**config.mk**
```make
export PLATFORM = sky130hd
export DESIGN_NAME = apb_slave
export DESIGN_NICKNAME = d
export VERILOG_FILES = /design/src/rtl/apb_slave.sv
export SDC_FILE = /design/constraint.sdc
export NUM_CORES = 1
export LEC_CHECK = 0
export ABC_AREA = 1
export ABC_CLOCK_PERIOD_IN_PS = 5200
export BUFFER_PORTS_ARGS = -buffer_cell sky130_fd_sc_hd__buf_2
export CORE_UTILIZATION = 55
export CTS_CLUSTER_SIZE = 12
export DETAILED_ROUTE_END_ITERATION = 10
export PLACE_DENSITY = 0.79
export SLEW_MARGIN = 20
export SYNTH_ARGS = -nofsm -noshare
export SYNTH_HDL_FRONTEND = slang
export SYNTH_SLANG_ARGS = --single-unit
```
**constraint.sdc**
```tcl
create_clock -name PCLK -period 5.2 [get_ports PCLK]
set_input_delay 0.52 -clock PCLK [delete_from_list [all_inputs] [get_ports PCLK]]
set_output_delay 0.52 -clock PCLK [all_outputs]
set_load 0.02 [all_outputs]
```
**src/rtl/apb_slave.sv**
```systemverilog
// APB completer with NUM_REGS 32-bit registers indexed directly by PADDR.
// Each transfer is held for WAIT_STATES access cycles before PREADY rises.
module apb_slave #(
  parameter int NUM_REGS    = 16,
  parameter int WAIT_STATES = 1
) (
  input  logic        PCLK,
  input  logic        PRESETn,
  input  logic [7:0]  PADDR,
  input  logic        PSEL,
  input  logic        PENABLE,
  input  logic        PWRITE,
  input  logic [31:0] PWDATA,
  output logic [31:0] PRDATA,
  output logic        PREADY,
  output logic        PSLVERR
);

  localparam int CW = (WAIT_STATES > 0) ? $clog2(WAIT_STATES + 1) : 1;

  typedef enum logic {IDLE, ACCESS} state_e;

  state_e                      state_q;
  logic [CW-1:0]               cnt_q;
  logic [7:0]                  addr_q;
  logic                        write_q;
  logic [31:0]                 wdata_q;
  logic [NUM_REGS-1:0][31:0]   regs_q;

  logic                        addr_err;
  logic [31:0]                 rd_word;

  // Everything below keys off the setup-phase latch, never the live bus.
  assign addr_err = (32'(addr_q) >= 32'(NUM_REGS));
  assign PREADY   = (state_q == ACCESS) && PSEL && PENABLE && (cnt_q == '0);
  assign PSLVERR  = PREADY && addr_err;

  always_comb begin
    rd_word = '0;
    for (int i = 0; i < NUM_REGS; i++)
      if (addr_q == 8'(i)) rd_word = regs_q[i];
  end

  assign PRDATA = (PREADY && !write_q && !addr_err) ? rd_word : '0;

  always_ff @(posedge PCLK or negedge PRESETn) begin
    if (!PRESETn) begin
      state_q <= IDLE;
      cnt_q   <= '0;
      addr_q  <= '0;
      write_q <= 1'b0;
      wdata_q <= '0;
      regs_q  <= '0;
    end else begin
      case (state_q)
        IDLE: begin
          // Only a genuine setup phase starts a transfer; a lingering
          // PSEL&PENABLE after completion is ignored here.
          if (PSEL && !PENABLE) begin
            state_q <= ACCESS;
            addr_q  <= PADDR;
            write_q <= PWRITE;
            wdata_q <= PWDATA;
            cnt_q   <= CW'(WAIT_STATES);
          end
        end
        ACCESS: begin
          if (!PSEL) begin
            state_q <= IDLE;
          end else if (PENABLE) begin
            if (cnt_q != '0) begin
              cnt_q <= cnt_q - CW'(1);
            end else begin
              state_q <= IDLE;
              if (write_q && !addr_err)
                for (int i = 0; i < NUM_REGS; i++)
                  if (addr_q == 8'(i)) regs_q[i] <= wdata_q;
            end
          end
        end
        default: state_q <= IDLE;
      endcase
    end
  end

endmodule

```
==> run_results.csv, run 1 <==
group,metric,value,unit
sta,fmax,213,MHz
outcome,status,"completed",
setup_path,end_kind,"output port",
setup_path,path_class,"reg -> out",
sta,period_share,90.4,%
floorplan,ios,79,
clock_network,cts_max_level,2,
placement,io_buffer_count,78,
clock_network,postCtsHoldBufs,1,
sta,maxSlewHeadroom,36.5,%
finish,layout.cells.non_filler,3500,
synth,synth.distinct_cells,25,
detailed_routing,drc_errors,0,
clock_network,cts_tree,"yes",
sta,worst_pin_slew,0.950,ns
placement,dpl.hpwl,40.3,mm
global_routing,track_usage,30.5,%
clock_network,cts_resized,0,
setup_path,crit_arrival,4.18,ns
setup_path,required,4.68,ns
global_routing,overflow,0,
setup_path,r2r_start,"addr_q[5]",
global_routing,grt_pass1_wl,106,mm
detailed_routing,drt_first_iter_violations,2964,
clock_network,cts_made_buffers,55,
synth,synth_area_per_cell,8.26,um2
detailed_routing,wl,66.3,mm
run,maxCapViolations,0,
global_routing,antenna_found_initial,1,
clock_network,cts_buffer_depth,3,
sta,drv_slew,0,
placement,post_dp_cell_area,24700,um2
pwr,power_leakage,0.0126,uW
synth,synth-async-reset-ratio,100,%
finish,fin_area,26400,um2
placement,dp_cells,3410,
sta,hold_violations,0,
pwr,power_density,332,nW/um2
setup_path,cp-start-kind,"register",
synth,synth_top_area_share,57.7,%
setup_path,reg2reg_depth,11,
floorplan,rows,76,
synth,syn_area,24100,um2
setup_path,timing.critical_path.cells,"nor2_1 > nand2_1 > nor2_2 > nand2_1 > inv_2 > a21oi_1 > nand4_1 > nand2_1 > nand4_1 > nor2_1 > nand4_1 > nand2_1 > inv_1 > buf_2",
synth,synthTopCellsByArea,"dfrtp_1 (58%), nand2_1 (15%), o21ai_0 (11%), nor2_1 (3.0%), inv_1 (2.7%)",
sta,setup_viol_count_final,0,
floorplan,die-height,211,um
hold_path,min_path_type,"in -> reg",
synth,synth_top_area_cell,"dfrtp_1",
clock_network,clock_sinks,555,
global_routing,grt_pass1_vias,19777,
setup_path,rrSetupSlack,1.43,ns
sta,fin_setup_tns,0,ns
setup_path,slowest_delay,0.62,ns
floorplan,die_w,211,um
floorplan,die-area,44600,um2
detailed_routing,dr.pass1.iters,7,
finish,area_growth_syn_to_layout,9.79,%
pwr,peakVddDrop,0.267,mV
setup_path,regToRegEndpoint,"regs_q[293]",
finish,finalNetCount,2928,
global_routing,grt_max_degree,122,
setup_path,endpoint,"PRDATA[29]",
sta,rsz0062_at_grt,"no",
synth,seq_area_frac_synth,57.7,%
setup_path,crit_path_max_fanout,20,
sta,finalCriticalPeriod,4.70,ns
synth,synth_edf_count,0,
finish,drive_gt1_share,8.06,%
clock_network,cts_setup_buffers,0,
setup_path,cp_common_cell,"nand2_1",
synth,synth_cells,2912,
detailed_routing,via_per_inst,5.87,
hold_path,hold-path-cell-count,3,
synth,synth_ff_type,"dfrtp_1",
clock_network,cts-root-buf,"clkbuf_16",
floorplan,initial_core_util,55.9,%
clock_network,worstSkewPairLatency,0.61,ns
synth,synth_common_cells,"nand2_1 (936), dfrtp_1 (555), o21ai_0 (515)",
sta,fin_worst_skew,0.0111,ns
clock_network,path_clk_slew,0.06,ns
synth,yosysMostFrequentCell,"nand2_1",
detailed_routing,vias,20542,
synth,syn-num-nets,2957,
setup_path,startpoint,"addr_q[5]",
synth,synth_warnings,0,
detailed_routing,avgRoutedWirePerCell,19.0,um
setup_path,crit_path_top_delay_cell,"nand2_1",
synth,ys_seq_elements,555,
placement,place.gp.congestion,0.887,
detailed_routing,ant_nets,0,
finish,antenna_cells,0,
floorplan,core_area,43100,um2
[final cells by class]
| class | instances | area, um2 |
|---|---|---|
| clock buffers | 87 | 1630 |
| clock inverters | 2 | 10.0 |
| fillers | 3564 | 16700 |
| inverters | 181 | 679 |
| multi-input cells | 1982 | 8810 |
| flip-flops and latches | 555 | 13900 |
| well taps | 585 | 732 |
| repair buffers | 108 | 666 |
[power breakdown]
| part | internal, uW | switching (uW) |
|---|---|---|
| Sequential | 4390 | 31.8 |
| Combinational | 85.5 | 536 |
| Clock | 2110 | 1620 |
| Total | 6590 | 2190 |
[cells by family after synthesis]
family | Yosys count | synth area share (%)
AOI/OAI and AO/OA | 643 | 13.4
DFF | 555 | 57.7
buffers and inverters | 375 | 6.07
muxes | 5 | 0.234
and+or+nand+nor | 1334 | 22.6
[per-stage QoR]
stage                     hold WS (ns)  power [uW]  setup WS, ns  utilization, %
after floorplan                  0.224        4790          2.71               -
after global placement           0.459        5090          1.31            57.4
after CTS                        0.142        8780         0.589            61.2
final                            0.156        8780         0.498            61.3
after global routing             0.163        9010         0.356            61.3
after detailed placement         0.467        5100          1.22            57.4
[registers in the layout, summed over array words and instances (netlist names)]
| signal | flops |
|---|---|
| addr_q | 8 |
| cnt_q | 1 |
| regs_q | 512 |
| state_q | 1 |
| wdata_q | 32 |
| write_q | 1 |
[critical path: cells and delay by family, from the launching register on]
kind | cells | cell delay [ns]
flops | 1 | 0.37
compound gates | 1 | 0.17
simple gates | 10 | 2.24
buf+inv | 3 | 0.77
[routing by layer]
metal | global-route usage, % | wire length [um] | vias to the layer above | share of wire, %
met3 | 5.78 | 6860 | 152 | 10
met5 | 0 | 13 | - | 0.020
met2 | 49.0 | 30600 | 1085 | 46
met4 | 11.8 | 2050 | 2 | 3.1
li1 | - | - | 9299 | -
met1 | 41.3 | 26900 | 10004 | 40
[placed cells by master (no fill, tap or decap), types with 26 or more instances in the layout]
cell         n
buf_2       77
inv_1      174
dfrtp_1    555
o21ai_0    515
buf_4       26
nand3_1     71
o21ai_1     30
a21oi_1     97
nand4_1     89
nand2_1    927
clkbuf_16   57
nor2_1     189
[worst min path at each step]
stage,start,endpoint
after CTS,PWDATA[9],wdata_q[9]
after detailed placement,regs_q[240],regs_q[240]
after global placement,regs_q[273],regs_q[273]
final,PWDATA[11],wdata_q[11]
after global routing,PADDR[7],addr_q[7]
after floorplan,PRESETn,addr_q[0]
No activity file was read; power rests on OpenSTA's default activity.
==> inputs of run 2 (changes only) <==
--- a/config.mk
+++ b/config.mk
@@ -7,11 +7,11 @@
 export LEC_CHECK = 0
 export ABC_AREA = 1
 export ABC_CLOCK_PERIOD_IN_PS = 5200
-export BUFFER_PORTS_ARGS = -buffer_cell sky130_fd_sc_hd__buf_2
+export BUFFER_PORTS_ARGS = -buffer_cell sky130_fd_sc_hd__buf_4
 export CORE_UTILIZATION = 55
 export CTS_CLUSTER_SIZE = 12
 export DETAILED_ROUTE_END_ITERATION = 10
-export PLACE_DENSITY = 0.79
+export PLACE_DENSITY = 0.8
 export SLEW_MARGIN = 20
 export SYNTH_ARGS = -nofsm -noshare
 export SYNTH_HDL_FRONTEND = slang
==> run_results.csv, run 2 (synthesis gave the netlist of run 1 again) <==
group,metric,value,unit
outcome,status,"completed",
global_routing,grt_busiest_layer,"met2",
run,maxCapViolations,0,
detailed_routing,avgRoutedWirePerCell,18.7,um
clock_network,path_clk_slew,0.06,ns
sta,drv_slew,0,
detailed_routing,vias,20266,
global_routing,grtUsageMet3,5.11,%
floorplan,die_w,211,um
sta,setup_viol_count_final,0,
clock_network,cts_setup_buffers,0,
clock_network,postCtsHoldBufs,0,
floorplan,die-height,211,um
global_routing,grt_pass1_wl,105,mm
clock_network,cts_tree,"yes",
finish,drive_gt1_share,8.38,%
sta,fin_worst_skew,0.0209,ns
finish,register_area,13900,um2
pwr,peakVddDrop,0.263,mV
finish,final_common_cell,"nand2_1",
global_routing,grt_max_degree,133,
setup_path,path_buf_inv,3,
detailed_routing,drc_errors,0,
detailed_routing,ant_nets,0,
floorplan,initial_core_util,55.9,%
pwr,power_density,329,nW/um2
finish,reg_top3,"regs_q: 512 flops, wdata_q: 32 flops, addr_q: 8 flops",
detailed_routing,dr.pass1.iters,6,
setup_path,cp-start-kind,"register",
setup_path,slowest_delay,0.63,ns
global_routing,met2_usage,48.1,%
clock_network,cts_made_buffers,55,
sta,fin_setup_tns,0,ns
clock_network,cts_resized,0,
clock_network,cts_buffer_depth,3,
setup_path,cp_common_cell,"nand2_1",
sta,period_share,89.3,%
pwr,clockPowerShare,42.4,%
global_routing,antenna_found_initial,0,
finish,multi_input_area,8760,um2
finish,largest_register_ffs,512,
floorplan,rows,76,
setup_path,required,4.68,ns
clock_network,clock_sinks,555,
setup_path,crit_path_top_delay_cell,"nand2_1",
global_routing,grtUsageMet1,41.2,%
finish,area_growth_syn_to_layout,10.9,%
sta,worst_pin_slew,1.13,ns
sta,hold_violations,0,
finish,final_cell_mix,"nand2_1 (927), dfrtp_1 (555), o21ai_0 (515)",
pwr,swShare,24.6,%
pwr,seqPwrFrac,50.4,%
setup_path,path_class,"reg -> out",
placement,dpl.hpwl,40.1,mm
pwr,power_leakage,0.0125,uW
pwr,p_total,8760,uW
finish,fill_cells,3562,
pwr,switching_power,2160,uW
floorplan,die-area,44600,um2
setup_path,end_kind,"output port",
clock_network,cts-root-buf,"clkbuf_16",
finish,top_register,"regs_q",
setup_path,timing.critical_path.cells,"nor2_1 > nand2_1 > nor2_2 > nand2_1 > inv_2 > a21oi_1 > nand4_1 > nand2_1 > nand4_1 > nor2_1 > nand4_1 > nand2_1 > inv_1 > buf_4",
pwr,pwr-share-comb,7.2,%
floorplan,core_area,43100,um2
sta,finalCriticalPeriod,4.64,ns
setup_path,crit_arrival,4.12,ns
clock_network,worstSkewPairLatency,0.59,ns
pwr,internal-power,6610,uW
finish,antenna_cells,0,
sta,fmax,215,MHz
global_routing,overflow,0,
detailed_routing,wl,65.7,mm
sta,rsz0062_at_grt,"no",
finish,finalNetCount,2940,
detailed_routing,via_per_inst,5.78,
clock_network,cts_max_level,2,
placement,place.gp.congestion,0.863,
global_routing,track_usage,30.2,%
sta,maxSlewHeadroom,24.2,%
floorplan,ios,79,
detailed_routing,drt_first_iter_violations,2770,
global_routing,grt_pass1_vias,19375,
placement,io_buffer_count,78,
setup_path,cpLargestDelayFamily,"simple AND/OR/NAND/NOR gates",
setup_path,crit_path_max_fanout,20,
hold_path,min_path_type,"in -> reg",
run 2: cell count changes in the layout (fill, tap and decap cells not counted), sizes merged:
cell      before  now
buf          107  119
bufinv         0    1
clkinvlp       0    1
clkbuf        87   80
inv          181  180
clkinv         2    3
run 2: metrics by stage:
stage / area (um2) / setup slack, ns / util, % / cells / hold slack (ns)
6_report: 26700 / 0.558 / 61.9 / 3507 / 0.171
2_1_floorplan: 24100 / 2.71 / - / 2912 / 0.224
5_1_grt: 26700 / 0.348 / 61.9 / 3507 / 0.158
3_5_place_dp: 25000 / 1.30 / 58.0 / 3421 / 0.467
3_3_place_gp: 25000 / 1.30 / 58.0 / 3421 / 0.459
4_1_cts: 26600 / 0.640 / 61.8 / 3505 / 0.127
run 2: cell type report:
class | count | area share (%)
tap | 585 | 2.74
timing repair buffer | 120 | 3.68
clock inverter | 4 | 0.178
sequential | 555 | 52.1
inverter | 181 | 2.55
multi-input combinational | 1982 | 32.9
clock buffer | 80 | 5.93
run 2: power by group through the flow:
| stage | sequential [uW] | combinational [uW] | clock, uW |
|---|---|---|---|
| after floorplan | 4490 | 303 | 0 |
| after global placement | 4490 | 606 | 0 |
| after detailed placement | 4500 | 618 | 0 |
| after CTS | 4420 | 619 | 3740 |
| after global routing | 4420 | 684 | 3910 |
| final | 4420 | 634 | 3710 |
run 2: worst reg2reg max path: stages (launching register included):
cell and delay (ns):
dfrtp_1 0.36, nor2_1 0.06, nand2_1 0.44, nor2_2 0.11, nand2_1 0.26, clkinv_1 0.94
nand2_4 1.00, nand2_1 0.19, o21ai_0 0.13
run 2: worst paths after layout:
| check | slack [ns] | startpoint | endpoint | cells after the start |
|---|---|---|---|---|
| worst min register to register | 0.48 | regs_q[483] | regs_q[483] | 2 |
| max in group asynchronous | 3.25 | PRESETn | regs_q[225] | 4 |
| worst max register to register | 1.59 | addr_q[5] | regs_q[259] | 8 |
| min in group asynchronous | 0.51 | PRESETn | regs_q[280] | 2 |
| worst min-delay path | 0.17 | PWRITE | write_q | 2 |
| worst max-delay path | 0.56 | addr_q[5] | PRDATA[29] | 14 |
run 2: layer usage:
layer / wire length [um] / up-vias / part of all wire [%]
met5: 0 / - / 0
met4: 2460 / 0 / 3.7
met3: 5890 / 157 / 9.0
met2: 30200 / 996 / 46
met1: 27200 / 9789 / 41
li1: - / 9324 / -
